`config.mk`:
```
export PLATFORM = sky130hd
export DESIGN_NAME = if_fetch_controller
export DESIGN_NICKNAME = d
export VERILOG_FILES = /design/src/rtl/if_ctrl_pkg.sv /design/src/rtl/if_word_assembler.sv /design/src/rtl/if_fetch_controller.sv
export SDC_FILE = /design/constraint.sdc
export NUM_CORES = 1
export LEC_CHECK = 0
export ABC_AREA = 1
export CAP_MARGIN = 20
export CORE_MARGIN = 2
export CORE_UTILIZATION = 25
export CTS_BUF_LIST = sky130_fd_sc_hd__clkbuf_8
export DETAILED_ROUTE_END_ITERATION = 16
export PLACE_DENSITY = 0.53
export SKIP_CTS_REPAIR_TIMING = 1
export SLEW_MARGIN = 0
export SYNTH_ARGS = -nofsm -noshare
export SYNTH_HDL_FRONTEND = slang
export SYNTH_SLANG_ARGS = --single-unit
```
`constraint.sdc`:
```
create_clock -name i_clk -period 3.8 [get_ports i_clk]
set_clock_uncertainty 0.1 [all_clocks]
set_input_delay 0.76 -clock i_clk [delete_from_list [all_inputs] [get_ports i_clk]]
set_output_delay 0.76 -clock i_clk [all_outputs]
set_load 0.01 [all_outputs]
```
`src/rtl/if_ctrl_pkg.sv`:
```
// Shared definitions for the IF fetch controller.
//   - 3-bit state encodings (visible on o_state for debug)
//   - default debug command bytes and the HALT instruction word
package if_ctrl_pkg;

    localparam logic [2:0] ST_IDLE  = 3'd0;
    localparam logic [2:0] ST_LOAD  = 3'd1;
    localparam logic [2:0] ST_WRITE = 3'd2;
    localparam logic [2:0] ST_READY = 3'd3;
    localparam logic [2:0] ST_RUN   = 3'd4;
    localparam logic [2:0] ST_STEP  = 3'd5;
    localparam logic [2:0] ST_HALT  = 3'd6;

    localparam int          DFLT_SIZE_REG_MEM = 32;
    localparam int          DFLT_SIZE_ADDR    = 8;
    localparam logic [31:0] DFLT_HALT_WORD    = 32'hFC00_0000;
    localparam logic [7:0]  DFLT_CMD_LOAD     = 8'h4C;
    localparam logic [7:0]  DFLT_CMD_CONT     = 8'h43;
    localparam logic [7:0]  DFLT_CMD_STEP     = 8'h53;

endpackage

```
`src/rtl/if_word_assembler.sv`:
```
// Assembles a stream of bytes into one WIDTH-bit word, MSB-first
// (the first byte of a word lands in the top byte).
// Ports:
//   clk, rst_n   clock, asynchronous active-low reset
//   clear        restart byte counting at the first byte of a word
//   shift_en     accept rx_byte this cycle
//   rx_byte      incoming byte
//   word         shift register contents (complete word once word_valid fired)
//   word_valid   high in the cycle the final byte of a word is accepted
module if_word_assembler #(
    parameter int WIDTH = 32
) (
    input  logic             clk,
    input  logic             rst_n,
    input  logic             clear,
    input  logic             shift_en,
    input  logic [7:0]       rx_byte,
    output logic [WIDTH-1:0] word,
    output logic             word_valid
);

    localparam int NBYTES = WIDTH / 8;
    localparam int CW     = (NBYTES > 1) ? $clog2(NBYTES) : 1;

    logic [CW-1:0] cnt;
    logic          last_byte;

    assign last_byte  = (cnt == CW'(NBYTES - 1));
    assign word_valid = shift_en && last_byte;

    always_ff @(posedge clk or negedge rst_n) begin
        if (!rst_n) begin
            cnt  <= '0;
            word <= '0;
        end else begin
            if (clear)
                cnt <= '0;
            else if (shift_en)
                cnt <= last_byte ? '0 : cnt + CW'(1);
            // Older bytes fall off the top, so a full word needs no explicit clear.
            if (shift_en)
                word <= (word << 8) | WIDTH'(rx_byte);
        end
    end

endmodule

```
`src/rtl/if_fetch_controller.sv`:
```
// IF-stage sequencer driven by the debug UART.
// Loads program memory from UART bytes ('L'), then runs continuously ('C')
// or single-steps ('S'), stopping when the fetched instruction is HALT_WORD.
// Ports:
//   i_clk, i_reset              clock, asynchronous active-low reset
//   i_rx_data, i_rx_valid       byte and 1-cycle strobe from the UART receiver
//   i_stall                     hazard-unit stall request
//   i_instruction               instruction currently fetched by IF
//   o_instruction_write         assembled word for program memory
//   o_write_addr                word address of o_instruction_write
//   o_flag_instruction_write    1-cycle program-memory write strobe
//   o_enable                    PC/IF enable
//   o_halted                    execution stopped on HALT_WORD
//   o_state                     current state encoding
//
// state | meaning
// IDLE  | after reset, waiting for the load command
// LOAD  | collecting bytes of the next program word
// WRITE | one-cycle write strobe of the assembled word
// READY | program loaded, waiting for run/step/load command
// RUN   | free running, enable follows ~stall
// STEP  | issue exactly one enable cycle, then back to READY
// HALT  | HALT word fetched, execution stopped
module if_fetch_controller
    import if_ctrl_pkg::*;
#(
    parameter int                      SIZE_REG_MEM = DFLT_SIZE_REG_MEM,
    parameter int                      SIZE_ADDR    = DFLT_SIZE_ADDR,
    parameter logic [SIZE_REG_MEM-1:0] HALT_WORD    = SIZE_REG_MEM'(DFLT_HALT_WORD),
    parameter logic [7:0]              CMD_LOAD     = DFLT_CMD_LOAD,
    parameter logic [7:0]              CMD_CONT     = DFLT_CMD_CONT,
    parameter logic [7:0]              CMD_STEP     = DFLT_CMD_STEP
) (
    input  logic                    i_clk,
    input  logic                    i_reset,
    input  logic [7:0]              i_rx_data,
    input  logic                    i_rx_valid,
    input  logic                    i_stall,
    input  logic [SIZE_REG_MEM-1:0] i_instruction,
    output logic [SIZE_REG_MEM-1:0] o_instruction_write,
    output logic [SIZE_ADDR-1:0]    o_write_addr,
    output logic                    o_flag_instruction_write,
    output logic                    o_enable,
    output logic                    o_halted,
    output logic [2:0]              o_state
);

    localparam logic [SIZE_ADDR-1:0] ADDR_LAST = {SIZE_ADDR{1'b1}};

    logic [2:0]              state_q;
    logic [2:0]              state_d;
    logic [SIZE_ADDR-1:0]    addr_q;
    logic [SIZE_REG_MEM-1:0] word;
    logic                    word_valid;
    logic                    load_cmd;
    logic                    start_load;
    logic                    shift_en;
    logic                    halt_fetched;

    assign load_cmd     = i_rx_valid && (i_rx_data == CMD_LOAD);
    assign start_load   = load_cmd &&
                          (state_q == ST_IDLE || state_q == ST_READY || state_q == ST_HALT);
    // Bytes arriving in WRITE are dropped: only LOAD feeds the assembler.
    assign shift_en     = i_rx_valid && (state_q == ST_LOAD);
    assign halt_fetched = (i_instruction == HALT_WORD);

    if_word_assembler #(
        .WIDTH (SIZE_REG_MEM)
    ) u_word_assembler (
        .clk        (i_clk),
        .rst_n      (i_reset),
        .clear      (start_load),
        .shift_en   (shift_en),
        .rx_byte    (i_rx_data),
        .word       (word),
        .word_valid (word_valid)
    );

    always_comb begin
        state_d = state_q;
        case (state_q)
            ST_IDLE:  if (load_cmd) state_d = ST_LOAD;
            ST_LOAD:  if (word_valid) state_d = ST_WRITE;
            ST_WRITE: begin
                if (word == HALT_WORD || addr_q == ADDR_LAST)
                    state_d = ST_READY;
                else
                    state_d = ST_LOAD;
            end
            ST_READY: begin
                if (i_rx_valid) begin
                    if (i_rx_data == CMD_CONT)
                        state_d = ST_RUN;
                    else if (i_rx_data == CMD_STEP)
                        state_d = ST_STEP;
                    else if (i_rx_data == CMD_LOAD)
                        state_d = ST_LOAD;
                end
            end
            ST_RUN:   if (halt_fetched) state_d = ST_HALT;
            ST_STEP: begin
                if (halt_fetched)
                    state_d = ST_HALT;
                else if (!i_stall)
                    state_d = ST_READY;
            end
            ST_HALT:  if (load_cmd) state_d = ST_LOAD;
            default:  state_d = ST_IDLE;
        endcase
    end

    always_ff @(posedge i_clk or negedge i_reset) begin
        if (!i_reset) begin
            state_q <= ST_IDLE;
            addr_q  <= '0;
        end else begin
            state_q <= state_d;
            if (start_load)
                addr_q <= '0;
            else if (state_q == ST_WRITE && state_d == ST_LOAD)
                addr_q <= addr_q + SIZE_ADDR'(1);
        end
    end

    assign o_instruction_write      = word;
    assign o_write_addr             = addr_q;
    assign o_flag_instruction_write = (state_q == ST_WRITE);
    // Enable drops in the very cycle HALT is fetched so the PC never moves past it.
    // WRITE is excluded from both enabling states, so write and enable never overlap.
    assign o_enable = (state_q == ST_RUN || state_q == ST_STEP) && !i_stall && !halt_fetched;
    assign o_halted = (state_q == ST_HALT);
    assign o_state  = state_q;

endmodule

```
* Word-level counts from Yosys, hierarchy flattened *
Index checks and enable logic that the tools add are counted.

word-level totals
  output and inout bits = 46
  input bits = 44
  bits in registers = 45

cells by class
  reduce and logical (&&, ||, !) cells = 17
  mux-type cells = 16
  equality and inequality tests = 14
  add/sub/neg operators = 2
  bitwise logic cells = 1

operators by type and width
  kind                    number
  $eq A32 B32 Y1 const B  2
  $or A32 B8 Y32          1
  $mux W3                 9
  $eq A8 B7 Y1 const B    3
  $pmux W3 S6             1
  $mux W8                 2
  $eq A3 B3 Y1 const B    3
  $add A8 B1 Y8 const B   1
  $eq A8 B8 Y1 const B    1
  $mux W2                 4
  $logic_and A1 B1 Y1     7
  $eq A3 B1 Y1 const B    2
  $eq A3 B2 Y1 const B    2
  $logic_or A1 B1 Y1      4
  $reduce_bool A2 Y1      2
  $logic_not A3 Y1        1
  $add A2 B1 Y2 const B   1
  $eq A2 B2 Y1 const B    1
  $logic_not A1 Y1        2
  $reduce_or A2 Y1        1

* Longest topological paths before layout *
Gate-level depths: netlist of run 1.

  depth after elaboration = 10
  gate-level depth with buffers = 13

* Cells and area by module *
Synthesis of run 1 repeated with hierarchy kept, for this count alone.

unflattened totals
  cells, all modules = 350
  area, all modules = 2,567.5 µm²

by module, submodules not included
  module               instances  seq. area each (µm²)  cells each  area each (µm²)
  if_word_assembler    1          850.8                 137         1,378.8
  if_fetch_controller  1          275.3                 213         1,188.6

* Worst setup path before layout of run 1 *
Ideal clock, no wire load.

  path kind = input-to-output
  start = input i_instruction[11]
  end = output o_enable
  arrival time = 1.349 ns
  slack = 1.591 ns
  data required time = 2.940 ns
  stages = 7
  path through = nor2_1 and2_1 nand2_1 nor2_1 nand2_1 nand2_1 a21oi_1

between the ends
  longest elaborated chain between the ends = 3

RTL lines
  what                 RTL line                    text
  from (decl)          if_fetch_controller.sv:39   input logic [SIZE_REG_MEM-1:0] i_instruction,
  $eq A32 B32 Y1       if_fetch_controller.sv:65   assign halt_fetched = (i_instruction == HALT_WORD);
  $logic_not A1 Y1     if_fetch_controller.sv:130  assign o_enable = (state_q == ST_RUN || state_q == ST_STEP) && !i_stall && !halt_fetched;
  $logic_and A1 B1 Y1  if_fetch_controller.sv:130
  to (decl)            if_fetch_controller.sv:43   output logic o_enable,

Every way passes these cells.

* Final worst setup path of run 1 *
  start = input i_instruction[10]
  end = output o_enable

Same word-level chain as after synthesis.

==> flow_summary.ini, run 1 <==
[pwr]
powerDensity_mw_per_mm2 = 609
ir_drop_mv = 0.178
p_leak_nw = 1.72
p_sw_mw = 0.885
p_comb_share_pct = 47.3
p_int_mw = 1.35
switching_share_pct = 39.6
clockPowerShare_pct = 14.3
seq_power_share_pct = 38.4

[placed_design]
dpl.hpwl_um = 4830
routabilityCongestion = 0.806
placed_area_mm2 = 0.00356
io_buffers = 89

[synthesis]
synth_compound_area_share_pct = 8.10
syn_inst = 339
synth-xor-area-share_pct = 1.73
synth_seq_area_share_pct = 44.5
avgSynthCellArea_um2 = 7.47
synth_simple_gate_area_share_pct = 35.7
synth_seq_cells = 45
synth_cell_types = 33
netlist_top_cells_area = dfrtp_1, nand2_1, nor2_1
synth_fa_ha_area_share_pct = 0.988
ys.warnings.count = 0
synth_top_family_by_area = simple AND/OR/NAND/NOR gates
netlist_area_mm2 = 0.00253
syn-num-nets = 385
synth_top_area_cell = dfrtp_1
yosysTopAreaCellShare_pct = 44.5
muxShareOfSynthArea_pct = 0

[die]
die_x_um = 105
dieArea_mm2 = 0.0110
start_util_pct = 25.8
num_rows = 36
die_height_um = 105
core-area_mm2 = 0.00982
io-pin-count = 90

[sta]
setup-tns-final_ns = 0
slew_viol_final = 0
fmax_mhz = 315
finalWorstPathRequiredPeriod_ns = 3.18
tightest_slew_ns = 0.493
finalSetupViolCount = 0
max-slew-margin-rel_pct = 67.1
min_period_over_period_pct = 83.6
rsz0062_at_grt = false
hold_viol = 0

[job]
maxCapViolCount = 0

[route]
dr.pass1.iters = 4
wire_per_inst_um = 11.1
wl_met2_um = 2840
wl_met1_um = 2920
dr.max_layer_used = met4
ant_nets = 0
wl_met3_um = 447
drt_iter0_drc = 60
vias = 2335
routed_wirelength_um = 6280
vias_per_cell = 4.14
drc = 0

[final_layout]
post-route-cell-area_mm2 = 0.00367
n_antenna_cell = 0
multi_input_comb_area_mm2 = 0.00118
nNetsFinal = 476
fillCellCount = 1094
seq_area_mm2 = 0.00113
area_growth_pct = 45.1
drive_gt1_share_pct = 9.74
fin_util_pct = 37.4

[worst_setup_path]
cp_max_fo = 2
endpoint = o_enable
critPathCaptureType = output pin
ff2ff_path_depth = 9
rr_endpoint = o_write_addr[7]
critPathRequiredTime_ns = 2.94
arrival_ns = 2.32
crit_start = i_instruction[10]
critical_path_class = in -> out
startpoint_type = input port
rr_startpoint = o_write_addr[0]
rrSetupSlack_ns = 2.01

[global_routing]
grt_antenna_before_repair = 0
grtUsageTotal_pct = 11.8
gr-total-overflow = 0
grt_pass1_wl_um = 10500
first_global_vias = 2274
grt_max_degree = 46

[clock_tree]
path_clk_slew_ns = 0.09
cts_tree = built
cts.htree.levels = 2
cts_buffers = 5
cts-root-buf = clkbuf_8
clk_path_buf_depth = 2
clk_latency_ns = 0.30
clock_sinks = 45

[hold_path]
hold_path.class = in -> async

[outcome]
run_status = complete, no violations
## worst max-delay path: stages
cell             delay (ns)
clkdlybuf4s50_1        0.46
nor2_1                 0.03
and2_1                 0.14
nand2_1                0.06
nor2_1                 0.05
nand2_1                0.07
nand2_1                0.06
a21oi_1                0.11
clkdlybuf4s50_1        0.57
## cells by family after synthesis
| logic type | count (synthesis) |
|---|---|
| DFF | 45 |
| xor gates and xnor gates | 5 |
| adders and majority gates | 2 |
| AOI/OAI and AO/OA | 34 |
| and+or+nand+nor | 197 |
| buffers and inverters | 56 |
## placed cells by master (no fill, tap or decap)
| cell type | n |
|---|---|
| o211ai_1 | 1 |
| buf_2 | 1 |
| buf_4 | 1 |
| inv_1 | 38 |
| nand2_1 | 115 |
| a21o_1 | 1 |
| nor2_4 | 5 |
| and2_1 | 2 |
| a21oi_1 | 3 |
| ha_1 | 2 |
| xor2_1 | 4 |
| clkbuf_8 | 6 |
| inv_2 | 9 |
| nand2_2 | 4 |
| clkinv_4 | 1 |
| xnor2_1 | 1 |
| a21oi_2 | 1 |
| nor2_1 | 40 |
| a31oi_1 | 1 |
| nor3_1 | 1 |
| clkdlybuf4s50_1 | 88 |
| o21ai_0 | 10 |
| o31ai_1 | 1 |
| a21oi_4 | 2 |
| nand3_4 | 2 |
| buf_12 | 1 |
| o21ai_1 | 14 |
| nand4_4 | 1 |
| nand3_2 | 3 |
| inv_6 | 1 |
| nand3_1 | 14 |
| inv_4 | 1 |
| nor2_2 | 1 |
| nand2_4 | 1 |
| clkinvlp_4 | 1 |
| nand4_1 | 8 |
| dfrtp_1 | 45 |
## layer usage
layer | track usage [%] | vias up
met4 | 3.14 | 0
met5 | 0 | -
met2 | 19.7 | 71
met1 | 14.8 | 1029
met3 | 3.49 | 6
li1 | - | 1229
## power by group through the flow
stage	Sequential [mW]	Clock, mW	Combinational (mW)
after floorplan	0.916	0	0.477
after global placement	0.867	0	1.06
after detailed placement	0.871	0	1.07
after CTS	0.862	0.336	1.07
after global routing	0.894	0.355	1.18
final	0.858	0.320	1.06
## metrics by stage
step | hold slack, ns | power [mW] | instances | worst slack (ns)
6_report | 0.312 | 2.24 | 564 | 0.622
2_1_floorplan | 0.361 | 1.39 | 339 | 1.59
5_1_grt | 0.326 | 2.43 | 564 | 0.449
3_3_place_gp | 0.379 | 1.92 | 555 | 0.630
3_5_place_dp | 0.391 | 1.94 | 555 | 0.610
4_1_cts | 0.404 | 2.27 | 563 | 0.595
## Yosys cell counts, drive strengths merged
cell,n
inv,48
a31oi,1
xnor2,1
clkbuf,4
o31ai,1
nor3,1
nor2,46
nand3,19
buf,3
o211ai,1
xor2,4
a21o,1
nand2,120
ha,2
clkinv,1
and2,2
o21ai,24
dfrtp,45
a21oi,6
nand4,9
## state kept, by name, indices dropped and copies added, names as in the netlist
name,cells
o_write_addr,8
u_word_assembler.cnt,2
u_word_assembler.word,32
o_state,3
## worst min path at each step
stage                                            to  cells after the start
after floorplan                          o_state[0]                      0
after global placement      u_word_assembler.cnt[0]                      1
after detailed placement    u_word_assembler.cnt[0]                      1
after CTS                   u_word_assembler.cnt[0]                      1
after global routing      u_word_assembler.word[15]                      1
final                     u_word_assembler.word[15]                      1
## final cells by class
cell class / instances / share of cell area [%]
Clock buffer: 6 / 2.25
Tap cell: 133 / 4.53
Inverter: 49 / 5.21
Timing Repair Buffer: 91 / 24.9
Multi-Input combinational cell: 238 / 32.1
Sequential cell: 45 / 30.6
Clock inverter: 2 / 0.443
Note: power is estimated with default switching activity, not from simulation.
==> run 2: changes to the inputs <==
Clock period 3.8 ns to 3.1 ns, I/O delays scaled along.
==> flow_summary.ini, run 2 (synthesis results as in run 1) <==
[placed_design]
placed_area_mm2 = 0.00357
io_buffers = 89
dp.cells = 557
routabilityCongestion = 0.807
dpl.hpwl_um = 4910

[worst_setup_path]
rr_startpoint = o_write_addr[0]
max_stage_delay_ns = 0.56
critical_path_class = in -> out
rrSetupSlack_ns = 1.30
startpoint_type = input port
arrival_ns = 2.20
critPathCaptureType = output pin
cpMostUsedCell = nand2_1
cp_max_fo = 2
cp_num_buf_inv = 2
rr_endpoint = o_write_addr[5]
cp_top_family = buffers and inverters
path_cells = clkdlybuf4s50_1 -> nor2_1 -> and2_1 -> nand2_1 -> nor2_1 -> nand2_1 -> nand2_1 -> a21oi_1 -> clkdlybuf4s50_1
path_depth = 9
critPathRequiredTime_ns = 2.38
critPathSlowestCell = clkdlybuf4s50_1
ff2ff_path_depth = 9

[route]
wire_per_inst_um = 11.0
drc = 0
vias = 2346
ant_nets = 0
vias_per_cell = 4.15
dr.pass1.iters = 4
drt_iter0_drc = 64
routed_wirelength_um = 6230

[final_layout]
layout_commonest_cell = nand2_1
area_growth_pct = 44.6
largest_reg_flops = 32
nNetsFinal = 477
fillCellCount = 1089
finalNonFillerCells = 565
largest_register = u_word_assembler.word
mostFrequentLayoutCells = nand2_1, clkdlybuf4s50_1, dfrtp_1, nor2_1, inv_1
drive_gt1_share_pct = 9.95
fin_util_pct = 37.3
n_antenna_cell = 0
post-route-cell-area_mm2 = 0.00366

[pwr]
ir_drop_mv = 0.245
powerDensity_mw_per_mm2 = 742
p_leak_nw = 1.71

[die]
die_height_um = 105
dieArea_mm2 = 0.0110
io-pin-count = 90
num_rows = 36
die_x_um = 105
core-area_mm2 = 0.00982
start_util_pct = 25.8

[clock_tree]
clk_latency_ns = 0.30
cts_buffers = 5
cts-root-buf = clkbuf_8
clock_sinks = 45
clk_path_buf_depth = 2
path_clk_slew_ns = 0.09
cts_tree = built
cts.htree.levels = 2

[global_routing]
grtUsageTotal_pct = 11.9
gr-total-overflow = 0
grt_max_degree = 43
grt_antenna_before_repair = 0
first_global_vias = 2279
grt_pass1_wl_um = 10700

[sta]
slew_viol_final = 0
finalWorstPathRequiredPeriod_ns = 2.92
max-slew-margin-rel_pct = 65.3
fmax_mhz = 342
setup-tns-final_ns = 0
hold_viol = 0
finalSetupViolCount = 0
tightest_slew_ns = 0.521
min_period_over_period_pct = 94.3
rsz0062_at_grt = false

[hold_path]
hold_path.class = in -> async

[job]
maxCapViolCount = 0

[outcome]
run_status = complete, no violations
## run 2: report_power, final
part / switching (mW) / leakage, nW / internal (mW) / total, mW
logic: 0.635 / 1.09 / 0.653 / 1.29
clock network: 0.215 / 0.0445 / 0.160 / 0.376
registers: 0.235 / 0.580 / 0.818 / 1.05
total: 1.09 / 1.71 / 1.63 / 2.72
## run 2: final cells by class
type / count / area, um^2 / area share, %
multi-input combinational: 238 / 1180 / 32.2
sequential: 45 / 1130 / 30.8
timing repair buffer: 92 / 908 / 24.8
inverter: 49 / 191 / 5.23
tap: 133 / 166 / 4.55
clock buffer: 5 / 68.8 / 1.88
clock inverter: 3 / 21.3 / 0.581
## run 2: worst reg2reg max path, delay by kind of cell (launching register included)
kind	cells	cell delay, ns
flops	1	0.45
fa+ha+maj	1	0.24
compound gates	1	0.26
simple gates	6	0.60
buf+inv	1	0.05
## run 2: worst max-delay path by stage
stage	to	start	slack [ns]
floorplan	o_enable	i_instruction[11]	1.17
global placement	o_enable	i_instruction[11]	0.21
detailed placement	o_enable	i_instruction[15]	0.17
CTS	o_enable	i_instruction[15]	0.15
global route	o_enable	i_instruction[14]	0.05
finish	o_enable	i_instruction[15]	0.18
## run 2: metal layers
| layer | up-vias | wire length, um | global-route usage (%) |
|---|---|---|---|
| li1 | 1233 | - | - |
| met2 | 69 | 2790 | 19.0 |
| met4 | 0 | 80 | 3.43 |
| met1 | 1038 | 2910 | 15.6 |
| met5 | - | 0 | 0 |
| met3 | 6 | 445 | 3.37 |
## run 2: through the flow
step	hold slack [ns]	setup WS, ns	power (mW)
floorplan	0.224	1.17	1.71
global placement	0.379	0.212	2.36
detailed placement	0.385	0.168	2.38
CTS	0.196	0.150	2.77
global route	0.207	0.0459	2.96
finish	0.183	0.177	2.72
==> run 3: changes to the inputs <==
Settings changed: SKIP_LAST_GASP from default to 1.
==> results of run 3 <==
Final layout, timing and power as in run 2 (identical DEF).
